==> src/rtl/debug_pkg.sv <==
// Shared definitions for the debug controller access path: master FSM states,
// debug slave register map and the packed host command.
package debug_pkg;

  // Native widths of the debug controller's slave port.
  localparam int unsigned DBG_ADDR_W = 3;
  localparam int unsigned DBG_DATA_W = 32;

  // Debug slave register offsets (word addresses).
  localparam logic [DBG_ADDR_W-1:0] DBG_REG_CTRL  = 3'd0;
  localparam logic [DBG_ADDR_W-1:0] DBG_REG_IADDR = 3'd1;
  localparam logic [DBG_ADDR_W-1:0] DBG_REG_EADDR = 3'd2;
  localparam int unsigned           DBG_CTRL_EN_BIT = 0;

  typedef enum logic [2:0] {
    IDLE   = 3'd0,
    WRITE  = 3'd1,
    READ   = 3'd2,
    RDWAIT = 3'd3,
    RESP   = 3'd4
  } dbg_state_e;

  typedef struct packed {
    logic                  write;
    logic [DBG_ADDR_W-1:0] addr;
    logic [DBG_DATA_W-1:0] wdata;
  } dbg_cmd_t;

endpackage

==> src/rtl/avalon_debug_master.sv <==
// Single-outstanding Avalon-MM master driving the debug controller slave port.
// Optional waitrequest timeout: define AVALON_DEBUG_MASTER_TIMEOUT_EN.
module avalon_debug_master
  import debug_pkg::*;
#(
  parameter int unsigned ADDR_W         = 3,
  parameter int unsigned DATA_W         = 32,
  parameter int unsigned READ_LATENCY   = 1,
  parameter int unsigned TIMEOUT_CYCLES = 255
) (
  input  logic              CLK,
  input  logic              RST,
  input  logic              cmd_valid,
  output logic              cmd_ready,
  input  logic              cmd_write,
  input  logic [ADDR_W-1:0] cmd_addr,
  input  logic [DATA_W-1:0] cmd_wdata,
  output logic              rsp_valid,
  input  logic              rsp_ready,
  output logic              rsp_write,
  output logic [DATA_W-1:0] rsp_rdata,
  output logic              rsp_err,
  output logic              av_chipselect,
  output logic              av_write,
  output logic              av_read,
  output logic [ADDR_W-1:0] av_address,
  output logic [DATA_W-1:0] av_writedata,
  input  logic [DATA_W-1:0] av_readdata,
  input  logic              av_waitrequest,
  output logic              busy
);

  if (ADDR_W != DBG_ADDR_W || DATA_W != DBG_DATA_W) begin : g_width_chk
    $error("avalon_debug_master: ADDR_W/DATA_W must match the debug slave port");
  end
  if (READ_LATENCY > 7) begin : g_lat_chk
    $error("avalon_debug_master: READ_LATENCY must be 0..7");
  end

  dbg_state_e        state_q, state_d;
  dbg_cmd_t          cmd_q, cmd_d;
  logic [2:0]        lat_q, lat_d;
  logic              cmd_ready_d, rsp_valid_d, rsp_write_d, busy_d;
  logic [DATA_W-1:0] rsp_rdata_d;
  logic              av_cs_d, av_write_d, av_read_d;
  logic              rsp_err_d;
  logic              timed_out;

  // Address/data outputs come straight from the command register, which is
  // cleared when the transfer ends so the bus is quiet outside strobes.
  assign av_address   = cmd_q.addr;
  assign av_writedata = cmd_q.wdata;

`ifdef AVALON_DEBUG_MASTER_TIMEOUT_EN
  if (TIMEOUT_CYCLES < 1) begin : g_to_chk
    $error("avalon_debug_master: TIMEOUT_CYCLES must be at least 1");
  end
  localparam int unsigned TO_W = $clog2(TIMEOUT_CYCLES + 1);
  logic [TO_W-1:0] to_q, to_d;
  logic            rsp_err_q;

  // The count reaching its limit while still stalled aborts; a low
  // waitrequest on that same edge wins and completes the transfer.
  assign timed_out = av_waitrequest && (to_q == TO_W'(TIMEOUT_CYCLES - 1));
  assign rsp_err   = rsp_err_q;

  always_comb begin
    to_d = to_q;
    if (state_q == IDLE) to_d = '0;
    else if ((state_q == WRITE || state_q == READ) && av_waitrequest && !timed_out)
      to_d = to_q + 1'b1;
  end

  always_ff @(posedge CLK or posedge RST) begin
    if (RST) begin
      to_q      <= '0;
      rsp_err_q <= 1'b0;
    end else begin
      to_q      <= to_d;
      rsp_err_q <= rsp_err_d;
    end
  end
`else
  if (TIMEOUT_CYCLES < 1) begin : g_to_chk
    $error("avalon_debug_master: TIMEOUT_CYCLES must be at least 1");
  end
  assign timed_out = 1'b0;
  assign rsp_err   = 1'b0;
`endif

  always_comb begin
    state_d     = state_q;
    cmd_d       = cmd_q;
    lat_d       = lat_q;
    cmd_ready_d = cmd_ready;
    rsp_valid_d = rsp_valid;
    rsp_write_d = rsp_write;
    rsp_rdata_d = rsp_rdata;
    rsp_err_d   = rsp_err;
    av_cs_d     = av_chipselect;
    av_write_d  = av_write;
    av_read_d   = av_read;

    unique case (state_q)
      IDLE: begin
        if (cmd_valid && cmd_ready) begin
          cmd_d.write = cmd_write;
          cmd_d.addr  = cmd_addr;
          cmd_d.wdata = cmd_write ? cmd_wdata : '0;
          cmd_ready_d = 1'b0;
          av_cs_d     = 1'b1;
          av_write_d  = cmd_write;
          av_read_d   = !cmd_write;
          state_d     = cmd_write ? WRITE : READ;
        end
      end
      WRITE, READ: begin
        if (!av_waitrequest || timed_out) begin
          av_cs_d     = 1'b0;
          av_write_d  = 1'b0;
          av_read_d   = 1'b0;
          cmd_d.addr  = '0;
          cmd_d.wdata = '0;
          rsp_write_d = cmd_q.write;
          rsp_rdata_d = '0;
          rsp_err_d   = timed_out;
          if (state_q == READ && !timed_out && READ_LATENCY != 0) begin
            lat_d   = 3'd1;
            state_d = RDWAIT;
          end else begin
            if (state_q == READ && !timed_out) rsp_rdata_d = av_readdata;
            rsp_valid_d = 1'b1;
            state_d     = RESP;
          end
        end
      end
      RDWAIT: begin
        if (lat_q == 3'(READ_LATENCY)) begin
          rsp_rdata_d = av_readdata;
          rsp_valid_d = 1'b1;
          state_d     = RESP;
        end else begin
          lat_d = lat_q + 3'd1;
        end
      end
      RESP: begin
        if (rsp_ready) begin
          rsp_valid_d = 1'b0;
          cmd_ready_d = 1'b1;
          state_d     = IDLE;
        end
      end
      default: begin
        state_d     = IDLE;
        cmd_d       = '0;
        lat_d       = '0;
        cmd_ready_d = 1'b1;
        rsp_valid_d = 1'b0;
        rsp_write_d = 1'b0;
        rsp_rdata_d = '0;
        rsp_err_d   = 1'b0;
        av_cs_d     = 1'b0;
        av_write_d  = 1'b0;
        av_read_d   = 1'b0;
      end
    endcase

    busy_d = (state_d != IDLE);
  end

  always_ff @(posedge CLK or posedge RST) begin
    if (RST) begin
      state_q       <= IDLE;
      cmd_q         <= '0;
      lat_q         <= '0;
      cmd_ready     <= 1'b1;
      rsp_valid     <= 1'b0;
      rsp_write     <= 1'b0;
      rsp_rdata     <= '0;
      av_chipselect <= 1'b0;
      av_write      <= 1'b0;
      av_read       <= 1'b0;
      busy          <= 1'b0;
    end else begin
      state_q       <= state_d;
      cmd_q         <= cmd_d;
      lat_q         <= lat_d;
      cmd_ready     <= cmd_ready_d;
      rsp_valid     <= rsp_valid_d;
      rsp_write     <= rsp_write_d;
      rsp_rdata     <= rsp_rdata_d;
      av_chipselect <= av_cs_d;
      av_write      <= av_write_d;
      av_read       <= av_read_d;
      busy          <= busy_d;
    end
  end

endmodule

==> config.mk <==
export PLATFORM = sky130hd
export DESIGN_NAME = avalon_debug_master
export DESIGN_NICKNAME = d
export VERILOG_FILES = /design/src/rtl/debug_pkg.sv /design/src/rtl/avalon_debug_master.sv
export SDC_FILE = /design/constraint.sdc
export NUM_CORES = 1
export LEC_CHECK = 0
export BUFFER_PORTS_ARGS = -buffer_cell sky130_fd_sc_hd__buf_2
export CORE_MARGIN = 10
export CORE_UTILIZATION = 51
export DETAILED_ROUTE_END_ITERATION = 12
export GPL_TIMING_DRIVEN = 1
export PLACE_DENSITY = 0.85
export SLEW_MARGIN = 20
export SYNTH_ARGS = -nofsm -noshare
export SYNTH_HDL_FRONTEND = slang
export SYNTH_SLANG_ARGS = --single-unit
==> constraint.sdc <==
create_clock -name CLK -period 6.2 [get_ports CLK]
set_input_delay 0.31 -clock CLK [delete_from_list [all_inputs] [get_ports CLK]]
set_output_delay 0.31 -clock CLK [all_outputs]
set_load 0.05 [all_outputs]
---- Word-level counts from Yosys, hierarchy flattened ----
Index checks and enable logic that the tools add are counted.
operators by class
  $add $sub $neg .......................... 1
  equality and inequality tests ........... 12
  multiplexer cells ....................... 36
  bitwise operators ....................... 6
  reductions and logical operators ........ 17
operators with widths
  kind                                                 count
  one-hot mux 35 bit (3 select lines)                  1
  2-to-1 mux 32 bit                                    3
  one-hot mux 32 bit (3 select lines)                  1
  2-to-1 mux 36 bit                                    1
  2-to-1 mux 35 bit                                    1
  2-to-1 mux 3 bit                                     8
  != test 2 bit, second input constant                 7
  one-hot mux 1 bit (3 select lines)                   4
  one-hot mux 3 bit (4 select lines)                   1
  2-to-1 mux 1 bit                                     11
  one-hot mux 3 bit (3 select lines)                   1
  AND reduction 3 bit                                  3
  equality test 3 x 1 -> 1 bit, second input constant  2
  equality test 3 x 2 -> 1 bit, second input constant  2
  NOT 1 bit                                            6
  OR reduction 2 bit                                   3
  OR reduction 3 bit                                   2
  AND reduction 5 bit                                  1
  one-hot mux 1 bit (2 select lines)                   2
  one-hot mux 1 bit (4 select lines)                   1
  AND reduction 2 bit                                  2
  AND reduction 4 bit                                  1
  OR reduction 4 bit                                   1
  adder 3 x 1 -> 3 bit, second input constant          1
  other kinds (6)                                      6
storage, ports and cells
  register bits after elaboration ......... 81
  input port bits ......................... 73
  output and inout bits ................... 75
  logic and storage cells ................. 85

---- Logic depth before layout (Yosys ltp) ----
  word-level depth ........................ 5
  depth in mapped cells ................... 8
  mapped depth without buffers ............ 6

---- Worst setup path after synthesis ----
No wires, ideal clock.
  path type ............................... reg2reg
  start point ............................. register cmd_ready
  end point ............................... register cmd_q (netlist bit av_writedata[0])
  setup time .............................. 0.121 ns
  data arrival time ....................... 1.602 ns
  required time ........................... 6.079 ns
  path slack .............................. 4.477 ns
  stages on the path, launching flop included .. 7
  buffers on the path ..................... 3
  clock period less this slack ............ 1.723 ns
  cell sequence ........................... dfstp_2 > and4_4 > buf_6 > nor4_4 > buf_6 > buf_6 > a22o_1
on the way
  longest elaborated chain between the ends .. 3
RTL lines
  element                        line                        text
  start, declared                avalon_debug_master.sv:14   output logic cmd_ready,
  start signal, assigned         avalon_debug_master.sv:188  cmd_ready <= cmd_ready_d;
  logical AND 1 bit              avalon_debug_master.sv:106  if (cmd_valid && cmd_ready) begin
  != test 2 bit (no line)        n/a
  AND reduction 3 bit (no line)  n/a
  end signal, assigned           avalon_debug_master.sv:186  cmd_q <= cmd_d;
  end, declared                  avalon_debug_master.sv:41   dbg_cmd_t cmd_q, cmd_d;
Every way passes these cells.
A chain may end at the register's enable or synchronous reset.

---- Final worst setup path ----
  start point ............................. register state_q[0]
  end point ............................... register cmd_q (netlist bit av_writedata[25])
on the way
  longest elaborated chain between the ends .. 4
  elaborated cells between the ends (all ways) .. 12
  classes of those cells .................. eq/ne (6); mux (1); bitwise (1); reduce/logical (4)
RTL lines
  element                                                      line                        text
  start, declared                                              avalon_debug_master.sv:40   dbg_state_e state_q, state_d;
  start signal, assigned                                       avalon_debug_master.sv:185  state_q <= state_d;
  equality test 3 x 2 -> 1 bit (tied with other cells)         avalon_debug_master.sv:104  unique case (state_q)
  OR reduction 2 bit, on equally long branches                 n/a
  != test 2 bit (no line) / NOT 1 bit (equally long branches)  n/a
  AND reduction 3 bit (no line)                                n/a
Parallel ways exist; a longest one is shown, timed or not.

==> results.json <==
{
  "avgSynthCellArea_um2": 12.56,
  "period_share_pct": 31.66,
  "core_area_mm2": 0.006422,
  "ys_ff_latch": 81,
  "area_delta_synth_final_pct": 19.42,
  "grt_overflow": 0,
  "fin_setup_tns_ps": 0,
  "cpPeakStageDelay_ps": 580,
  "hold_buffers": 0,
  "firstDrtPassIters": 4,
  "post_cts_buffers": 0,
  "crit_chain": "nor2_4 > and4_4 > and2_2 > a22o_1",
  "synth_top_area_cell": "dfrtp_1",
  "routed.top_layer": "met4",
  "critical-path-top-delay-family": "simple AND/OR/NAND/NOR gates",
  "max_freq_mhz": 509.5,
  "maxSlewHeadroom_pct": 53.08,
  "track_usage_pct": 15.56,
  "die_height_um": 102.0,
  "syn_inst": 273,
  "drv_slew": 0,
  "cap_violations": 0,
  "via_count": 2508,
  "wl_met2_um": 4291,
  "clock-root-buffer": "clkbuf_8",
  "syn-cell-area_mm2": 0.003428,
  "htree_levels": 3,
  "crit_arrival_ps": 2230,
  "path_max_fanout": 33,
  "num-nets-final": 453,
  "layout_commonest_cell": "buf_2",
  "die-area_mm2": 0.01040,
  "synthArstFlopShare_pct": 100.0,
  "p_per_area_mw_per_mm2": 607.0,
  "setup_viol": 0,
  "end_kind": "flop",
  "wl_per_cell_um": 18.65,
  "clk_pin_slew_ps": 90,
  "drc": 0,
  "wl_met3_um": 660,
  "tritoncts": "built",
  "yosys_warnings": 0,
  "hold_class": "in2async",
  "drtIter0Drc": 139,
  "synth_edf_count": 0,
  "crit_path_top_delay_cell": "dfrtp_1",
  "wl_um": 8579,
  "yosys-top-cells-area": "dfrtp_1 (58%), a22o_1 (17%), buf_4 (8.8%)",
  "clkSinkCount": 81,
  "worstMarginPinSlew_ps": 703.8,
  "ys_seq_area_share_pct": 59.16,
  "worst-path-buf-inv": 0,
  "netlist-cell-type-count": 38,
  "critPathLaunchType": "flop",
  "post-route-util_pct": 63.74,
  "critPathKind": "reg2reg",
  "grt_pass1_wl_um": 12980,
  "avgViaCountPerCell": 5.452,
  "cts_resized": 0,
  "antenna_found_initial": 0,
  "grt_max_degree": 82,
  "hold_slack_ps": 150.8,
  "period_minus_slack_ps": 1963,
  "start_util_pct": 53.38,
  "diodes": 0,
  "die_w_um": 102.0,
  "critPathRequiredTime_ps": 6470,
  "p_leak_nw": 2.306,
  "rsz0062_at_grt": "no",
  "cts_buffer_depth": 2,
  "antenna_left": 0,
  "routedLengthMet1_um": 3500,
  "drive_above_1_share_pct": 45.43,
  "mostFrequentLayoutCells": "buf_2 (146), dfrtp_1 (80), a22o_1 (67)",
  "status": "completed",
  "finalHoldViolCount": 0,
  "row_count": 29,
  "ir_drop_v": 0.0003212,
  "io_pins": 148,
  "hpwl_um": 6290,
  "io_buffers": 146,
  "grt_pass1_vias": 2482,
  "syn-num-nets": 348,
  "synth_top_area_share_pct": 58.39,
  "insertion_delay_ps": 340,
  "cts_buffers": 9,
  "gp_congestion": 0.8878,
  "clock_skew_ps": 8.409,
  "synth_ff_type": "dfrtp_1"
}
==> flip-flops by register name, summed over array words and instances, names as in the netlist, 3 cells and up <==
signal / flops
av_writedata: 32
state_q: 3
rsp_rdata: 32
av_address: 3
lat_q: 3
==> Yosys cell counts (all sizes together), types with 2 or more instances <==
library cell and number:
dfrtp 80, a22o 67, buf 53, nand2 10, nor2 8, inv 7, o21ai 7, a21o 3
a21oi 3, a31oi 3, clkbuf 3, o22ai 3, ha 2, nand2b 2, nor3 2, nor4 2
==> path summary, 6_finish.rpt <==
kind                              start                to  slack (ps)  cells after the start
max in group asynchronous           RST     rsp_rdata[31]        5570                      3
max reg2reg                  state_q[0]  av_writedata[25]        4240                      4
min                                 RST   av_writedata[0]         150                      3
min in group CLK           cmd_wdata[0]   av_writedata[0]         190                      2
max                          state_q[0]  av_writedata[25]        4240                      4
min reg2reg                    av_write          av_write         470                      1
==> layer usage <==
layer,global-route usage [%],vias to the layer above
met5,0,-
met4,5.315,0
met3,3.981,14
met2,25.98,102
met1,19.20,1221
li1,-,1171
==> where the power goes <==
| group | leakage (nW) | switching, mW | internal (mW) | total, mW |
|---|---|---|---|---|
| clock network | 0.0929 | 0.186 | 0.188 | 0.374 |
| registers | 1.10 | 0.133 | 0.714 | 0.847 |
| logic | 1.11 | 0.941 | 0.323 | 1.26 |
==> worst min-delay path: stages <==
cell and delay, ps:
buf_2 100, clkinv_2 40, buf_6 540
==> area by class of cell <==
class	count	area, um2
clock inverter	6	67.56
multi-input combinational	129	982.2
timing repair buffer	150	764.5
fill	504	2328
clock buffer	10	127.6
tap	77	96.34
sequential	81	2028
inverter	7	27.53
==> cell families after synthesis <==
| kind of cell | Yosys count | share of synthesized area [%] |
|---|---|---|
| AOI/OAI and AO/OA | 94 | 22.23 |
| adders and majority gates | 2 | 0.7298 |
| buffers and inverters | 63 | 12.48 |
| DFF | 81 | 59.16 |
| other | 1 | 0.1094 |
| and+or+nand+nor | 32 | 5.293 |
==> per-stage QoR <==
step	std cells	setup WS, ps	power, mW	instance area [um2]
2_1_floorplan	273	3812	1.959	3428
3_3_place_gp	444	3970	2.100	3894
3_5_place_dp	444	3886	2.123	3894
4_1_cts	460	3858	2.507	4089
5_1_grt	460	4108	2.615	4094
6_report	460	4237	2.485	4094
Note: power is estimated with default switching activity, not from simulation.
